$ cat config.mk
export PLATFORM = sky130hd
export DESIGN_NAME = timer_device
export DESIGN_NICKNAME = d
export VERILOG_FILES = /design/src/rtl/timer_pkg.sv /design/src/rtl/timer_device.sv
export SDC_FILE = /design/constraint.sdc
export NUM_CORES = 1
export LEC_CHECK = 0
export BUFFER_PORTS_ARGS = -buffer_cell sky130_fd_sc_hd__buf_2
export CAP_MARGIN = 20
export CORE_MARGIN = 4
export CORE_UTILIZATION = 30
export CTS_CLUSTER_SIZE = 40
export DETAILED_ROUTE_END_ITERATION = 6
export PLACE_DENSITY = 0.52
export SLEW_MARGIN = 20
export SYNTH_ARGS = -nofsm -noshare
export SYNTH_HDL_FRONTEND = slang
export SYNTH_SLANG_ARGS = --single-unit
$ cat constraint.sdc
create_clock -name clk -period 4.05 [get_ports clk]
set_input_delay 0.81 -clock clk [delete_from_list [all_inputs] [get_ports clk]]
set_output_delay 0.81 -clock clk [all_outputs]
set_load 0.02 [all_outputs]
$ cat src/rtl/timer_pkg.sv
// Shared definitions for the memory-mapped countdown timer: FSM encoding,
// register word offsets, CTRL bit layout and MODE values.
package timer_pkg;

    typedef enum logic [1:0] {
        StIdle = 2'd0,
        StLoad = 2'd1,
        StCnt  = 2'd2,
        StInt  = 2'd3
    } timer_state_e;

    // Word offsets within the device window (PrAddr[3:2])
    localparam logic [1:0] AddrCtrl   = 2'd0;
    localparam logic [1:0] AddrPreset = 2'd1;
    localparam logic [1:0] AddrCount  = 2'd2;

    localparam int unsigned CtrlWidth   = 4;
    localparam int unsigned CtrlEnBit   = 0;
    localparam int unsigned CtrlModeLsb = 1;
    localparam int unsigned CtrlModeMsb = 2;
    localparam int unsigned CtrlImBit   = 3;

    localparam logic [1:0] ModeOneshot = 2'b00;
    localparam logic [1:0] ModeReload  = 2'b01;

    // Reserved modes 10/11 behave as one-shot, so only an exact 01 reloads.
    function automatic logic is_reload(input logic [1:0] mode);
        return (mode == ModeReload) && (mode != ModeOneshot);
    endfunction

endpackage

$ cat src/rtl/timer_device.sv
// Countdown timer on the system bridge: CTRL/PRESET/COUNT register file plus a
// four-state load/count/interrupt FSM; irq feeds HWInt[0].
module timer_device
    import timer_pkg::*;
#(
    parameter int unsigned WIDTH = 32
) (
    input  logic             clk,
    input  logic             reset,
    input  logic [1:0]       addr,
    input  logic             we,
    input  logic [WIDTH-1:0] wd,
    output logic [WIDTH-1:0] rd,
    output logic             irq
);

    timer_state_e state_q, state_d;

    logic [CtrlWidth-1:0] ctrl_q, ctrl_d;
    logic [WIDTH-1:0]     preset_q, preset_d;
    logic [WIDTH-1:0]     count_q, count_d;
    logic                 int_flag_q, int_flag_d;

    logic       wr_ctrl;
    logic       wr_preset;
    logic       fsm_set_flag;
    logic       fsm_clr_flag;
    logic       fsm_clr_en;
    logic       ctrl_en;
    logic [1:0] ctrl_mode;

    assign wr_ctrl   = we && (addr == AddrCtrl);
    assign wr_preset = we && (addr == AddrPreset);
    assign ctrl_en   = ctrl_q[CtrlEnBit];
    assign ctrl_mode = ctrl_q[CtrlModeMsb:CtrlModeLsb];

    always_comb begin
        state_d      = state_q;
        count_d      = count_q;
        fsm_set_flag = 1'b0;
        fsm_clr_flag = 1'b0;
        fsm_clr_en   = 1'b0;
        case (state_q)
            StIdle: begin
                if (ctrl_en) begin
                    state_d = StLoad;
                end
            end
            StLoad: begin
                count_d = preset_q;
                state_d = StCnt;
            end
            StCnt: begin
                if (!ctrl_en) begin
                    state_d = StIdle;
                end else if (count_q <= WIDTH'(1)) begin
                    // Stop at 1 so the decrement can never wrap below zero
                    count_d      = '0;
                    fsm_set_flag = 1'b1;
                    state_d      = StInt;
                end else begin
                    count_d = count_q - WIDTH'(1);
                end
            end
            StInt: begin
                if (is_reload(ctrl_mode)) begin
                    fsm_clr_flag = 1'b1;
                    state_d      = StLoad;
                end else begin
                    fsm_clr_en = 1'b1;
                    state_d    = StIdle;
                end
            end
            default: begin
                state_d = StIdle;
            end
        endcase
    end

    always_comb begin
        ctrl_d = ctrl_q;
        if (fsm_clr_en) begin
            ctrl_d[CtrlEnBit] = 1'b0;
        end
        // A CPU write to CTRL overrides the FSM's EN clear on the same edge
        if (wr_ctrl) begin
            ctrl_d = wd[CtrlWidth-1:0];
        end

        preset_d = wr_preset ? wd : preset_q;

        int_flag_d = int_flag_q;
        if (wr_ctrl || wr_preset || fsm_clr_flag) begin
            int_flag_d = 1'b0;
        end
        // Setting wins so an expiry coinciding with a CPU write is not lost
        if (fsm_set_flag) begin
            int_flag_d = 1'b1;
        end
    end

    always_ff @(posedge clk or negedge reset) begin
        if (!reset) begin
            state_q    <= StIdle;
            ctrl_q     <= '0;
            preset_q   <= '0;
            count_q    <= '0;
            int_flag_q <= 1'b0;
        end else begin
            state_q    <= state_d;
            ctrl_q     <= ctrl_d;
            preset_q   <= preset_d;
            count_q    <= count_d;
            int_flag_q <= int_flag_d;
        end
    end

    always_comb begin
        rd = '0;
        case (addr)
            AddrCtrl:   rd = {{(WIDTH - CtrlWidth){1'b0}}, ctrl_q};
            AddrPreset: rd = preset_q;
            AddrCount:  rd = count_q;
            default:    rd = '0;
        endcase
    end

    assign irq = int_flag_q & ctrl_q[CtrlImBit];

endmodule

== Word level (Yosys, flattened, before mapping) ==
Index checks and enable logic that the tools add are counted.

* Bits of input ports: 37
* Word-level logic and storage cells: 51
* Register bits after elaboration: 71
* RAM bits: 0
* Output and inout bits: 33
* Latch bits: 0
* Memories: 0
* Memory bits (read-only): 0

* Shift operators: 0
* Bitwise operators: 1
* Equal/unequal tests: 9
* $add $sub $neg: 1
* $lt $le $gt $ge: 1
* Divide/modulo/power cells: 0
* Reduce and logical (&&, ||, !) cells: 13
* Multiplexer cells: 20
* Multiply operators: 0

{| class="wikitable"
|+ Operator list
! operator !! count
|-
| $pmux W32 S3 || 1
|-
| $mux W32 || 2
|-
| $pmux W32 S2 || 1
|-
| $le A32 B1 Y1 const B || 1
|-
| $sub A32 B1 Y32 const B || 1
|-
| $mux W1 || 12
|-
| $pmux W2 S4 || 1
|-
| $reduce_bool A2 Y1 || 4
|-
| $eq A2 B1 Y1 const B || 3
|-
| $eq A2 B2 Y1 const B || 3
|-
| $mux W2 || 3
|-
| $logic_not A2 Y1 || 2
|-
| $ne A2 B2 Y1 const B || 2
|-
| $reduce_and A2 Y1 || 2
|-
| $logic_and A1 B1 Y1 || 3
|-
| $ne A3 B3 Y1 const B || 1
|-
| $logic_or A1 B1 Y1 || 2
|-
| $and A1 B1 Y1 || 1
|}

== Logic depth before layout (Yosys ltp) ==
* Word-level depth: 7
* Depth in mapped cells: 8
* Depth with buffers taken out: 7

== Worst setup path before layout ==
No wires, ideal clock.

* Path kind: input port to output port
* Start point: input port addr[1]
* End point: output port rd[10]
* Path buffers: 3
* Data arrival time: 2.070 ns
* Required time: 3.240 ns
* Path slack: 1.170 ns
* Stages: 5
* Cell sequence: clkbuf_1 -> nor2b_1 -> clkbuf_1 -> buf_1 -> a22o_1

* Cells in the longest elaborated chain, start to end: 2
* Elaborated cells between the ends (all ways): 4
* Classes of those cells: eq/ne (2); mux (1); reduce/logical (1)

{| class="wikitable"
|+ RTL lines
! item !! RTL line !! RTL
|-
| start, declared || timer_device.sv:10 || <nowiki>input logic [1:0] addr,</nowiki>
|-
| $eq A2 B2 Y1 (tied with other cells) || timer_device.sv:120 || <nowiki>case (addr)</nowiki>
|-
| $pmux W32 S3 * || timer_device.sv:120 ||
|-
| end, declared || timer_device.sv:13 || <nowiki>output logic [WIDTH-1:0] rd,</nowiki>
|}

Every way passes the cells marked *; elsewhere a longest branch is shown, timed or not.

== Worst setup path after layout ==
* Start point: input port addr[1]
* End point: output port rd[4]

The elaborated chain is that of the path after synthesis.

==> impl_metrics.csv <==
group,metric,value,unit
sta,worstMarginPinSlew,952,ps
worst_setup_path,end_kind,"primary output",
worst_setup_path,path_class,"primary input to primary output",
synthesis,synthMuxAreaShare,0.105,
cells_and_area,nets,485,
power,power.static_leakage,2.06,nW
routing,vias,3443,
synthesis,avgSynthCellArea,10.7,sq um
synthesis,synth_xor_area_frac,0,
synthesis,yosys_register_bits,71,
floorplan,dieArea,15700,sq um
global_routing,overflow,0,
floorplan,die_w,125,microns
run_status,status,"complete, no violations",
sta,timing.fmax,0.324,GHz
clocking,cts-htree-levels,3,
cells_and_area,nFillCells,1407,
floorplan,num_rows,42,
worst_setup_path,worstPathCellList,"buf_2 > nor2b_2 > buf_4 > a22o_2 > buf_2",
sta,finalMaxSlewViolations,0,
power,power_density,677,nW/um^2
cells_and_area,area_growth,16.8,%
global_routing,grt_pass1_wl,19400,microns
sta,layout_setup_ws,961,ps
floorplan,pin_count,70,
clocking,cts_sinks,71,
clocking,root_buffer,"clkbuf_16",
sta,finalSetupTns,0,ps
routing,first_iter_violations,327,
clocking,clkTransAtPathRegs,60,ps
floorplan,start_util,0.309,
sta,slew_headroom,0.365,
sta,holdWs,517,ps
synthesis,synth_edf_count,0,
sta,hold_viol,0,
clocking,post-cts-setup-buffer-count,0,
placement,place_ws,939,ps
cells_and_area,drive_above_1_share,0.347,
worst_setup_path,slowest_stage,"nor2b_2",
worst_setup_path,path_common_cell,"buf_2",
clocking,postCtsHoldBufs,0,
sta,fin_crit,3090,ps
synthesis,synth_cell_type_count,69,
synthesis,yosysWarnings,0,
synthesis,synth_fa_ha_area_frac,0.00605,
worst_setup_path,slowest_delay,600,ps
worst_setup_path,path_delay_family,"buffers and inverters",
global_routing,grt_pass1_vias,3608,
placement,dp_cells,611,
clocking,numCtsBuffers,9,
routing,viasPerCell,5.51,
sta,rsz0062_at_grt,"false",
clocking,cts_resized,0,
floorplan,core,13400,sq um
worst_setup_path,startpoint_type,"primary input",
floorplan,fp.dieH,125,microns
synthesis,synth_top_family_by_area,"compound AO/OA/AOI/OAI gates",
power,ir_drop,237,uV
placement,port-buffer-count,69,
power,finalPower,3.27,mW
routing,first_pass_iters,5,
synthesis,async_reset_ff_frac,1.00,
global_routing,antenna_found_initial,0,
synthesis,netlist_instances,387,
synthesis,netlist_area,4140,sq um
synthesis,synth_top_cells_by_area,"dfrtp_1 43%, mux2_2 9.5%, a22o_1 6.1%",
flow_run,cap_violations,0,
cells_and_area,diodes,0,
synthesis,synth.net_count,426,
synthesis,synth_largest_area_cell,"dfrtp_1",
routing,drcViolationCount,0,
placement,place.gp.congestion,0.808,
clocking,cts_tree,"built",
routing,finalWirelength,11700,microns
sta,finalCritPeriodShare,0.763,
cells_and_area,layoutNonFillerInstCount,625,
cells_and_area,utilization,0.361,
sta,finClkSkew,5.36,ps
sta,setup_viol_count_final,0,
routing,antenna_left,0,
cells_and_area,mostFrequentLayoutCell,"dfrtp_1",
routing,wire_per_inst,18.7,microns
worst_hold_path,hp-class,"flop to flop",
worst_setup_path,required,3240,ps
synthesis,synthSimpleGateAreaFrac,0.182,
cells_and_area,fin_area,4830,sq um
clocking,clk_latency,340,ps
global_routing,grt_usage,0.153,
global_routing,grt_max_degree,72,
synthesis,yosysSeqAreaShare,0.429,
synthesis,synth_compound_area_frac,0.225,
placement,dpl_cell_area,4570,sq um
synthesis,synth-main-ff-cell,"dfrtp_1",
worst_setup_path,cp_max_fo,15,
synthesis,synth_top_area_share,0.429,
clocking,clk_path_buf_depth,2,
worst_setup_path,path_buf_inv,3,
worst_setup_path,crit_arrival,2280,ps
cells_and_area,final_cell_mix,"71 x dfrtp_1, 69 x buf_2, 37 x nand2_1, 35 x mux2_2, 29 x a22o_1",
placement,dpl.hpwl,8090,microns
## worst register-to-register path: stages (launching register included)
cell	delay, ps
dfrtp_1	430
nor4_1	630
nand4_2	250
o31ai_2	850
o21ai_0	210
a221o_1	320
## path summary, 6_finish.rpt
check,startpoint,endpoint,slack (ps),cells after the start
min in group asynchronous,reset,preset_q[2]$_DFFE_PN0P_,700,2
worst max-delay path,addr[1],rd[4],960,5
worst min-delay path,preset_q[27]$_DFFE_PN0P_,count_q[27]$_DFFE_PN0P_,520,2
worst min register to register,preset_q[27]$_DFFE_PN0P_,count_q[27]$_DFFE_PN0P_,520,2
worst max register to register,count_q[25]$_DFFE_PN0P_,count_q[7]$_DFFE_PN0P_,1240,5
max in group asynchronous,reset,count_q[23]$_DFFE_PN0P_,2720,2
## layer usage
metal	vias up	global-route usage	wire length, microns
li1	1633	-	-
met1	1726	0.195	5400
met2	77	0.255	5660
met3	7	0.0465	568
met4	0	0.0332	87
met5	-	0	0
## registers in the layout (all words and copies together) (netlist names)
signal,cells
count_q,32
int_flag_q,1
preset_q,32
ctrl_q,4
state_q,2
## cells by family (layout without fill, tap and decap cells)
group	after synthesis	count (layout)
buffers and inverters	33	95
adders and majority gates	2	2
DFF	71	71
and+or+nand+nor	123	123
AOI/OAI and AO/OA	119	119
muxes	39	39
## where the power goes
part	internal (mW)	total, mW	switching, mW
Combinational	0.537	1.22	0.681
Sequential	0.947	1.33	0.384
Clock	0.440	0.723	0.283
## area by class of cell
type,instances,area (sq um),share of cell area
Multi-Input combinational cell,283,2150,0.445
Sequential cell,71,1780,0.367
Timing Repair Buffer,77,405,0.0839
Clock buffer,13,260,0.0538
Tap cell,176,220,0.0455
Inverter,4,15.0,0.00311
Clock inverter,1,5.00,0.00104
## Yosys cell counts, drive strengths merged (6+ instances only)
cell,count
or3,8
nor2,11
buf,14
nand3,12
nand2,37
nor2b,6
clkbuf,14
o311ai,7
nor4,11
o21ai,24
a21oi,6
a22o,31
a31oi,7
dfrtp,71
mux2,35
nand4,6
a22oi,8
Note: power is estimated with default switching activity, not from simulation.
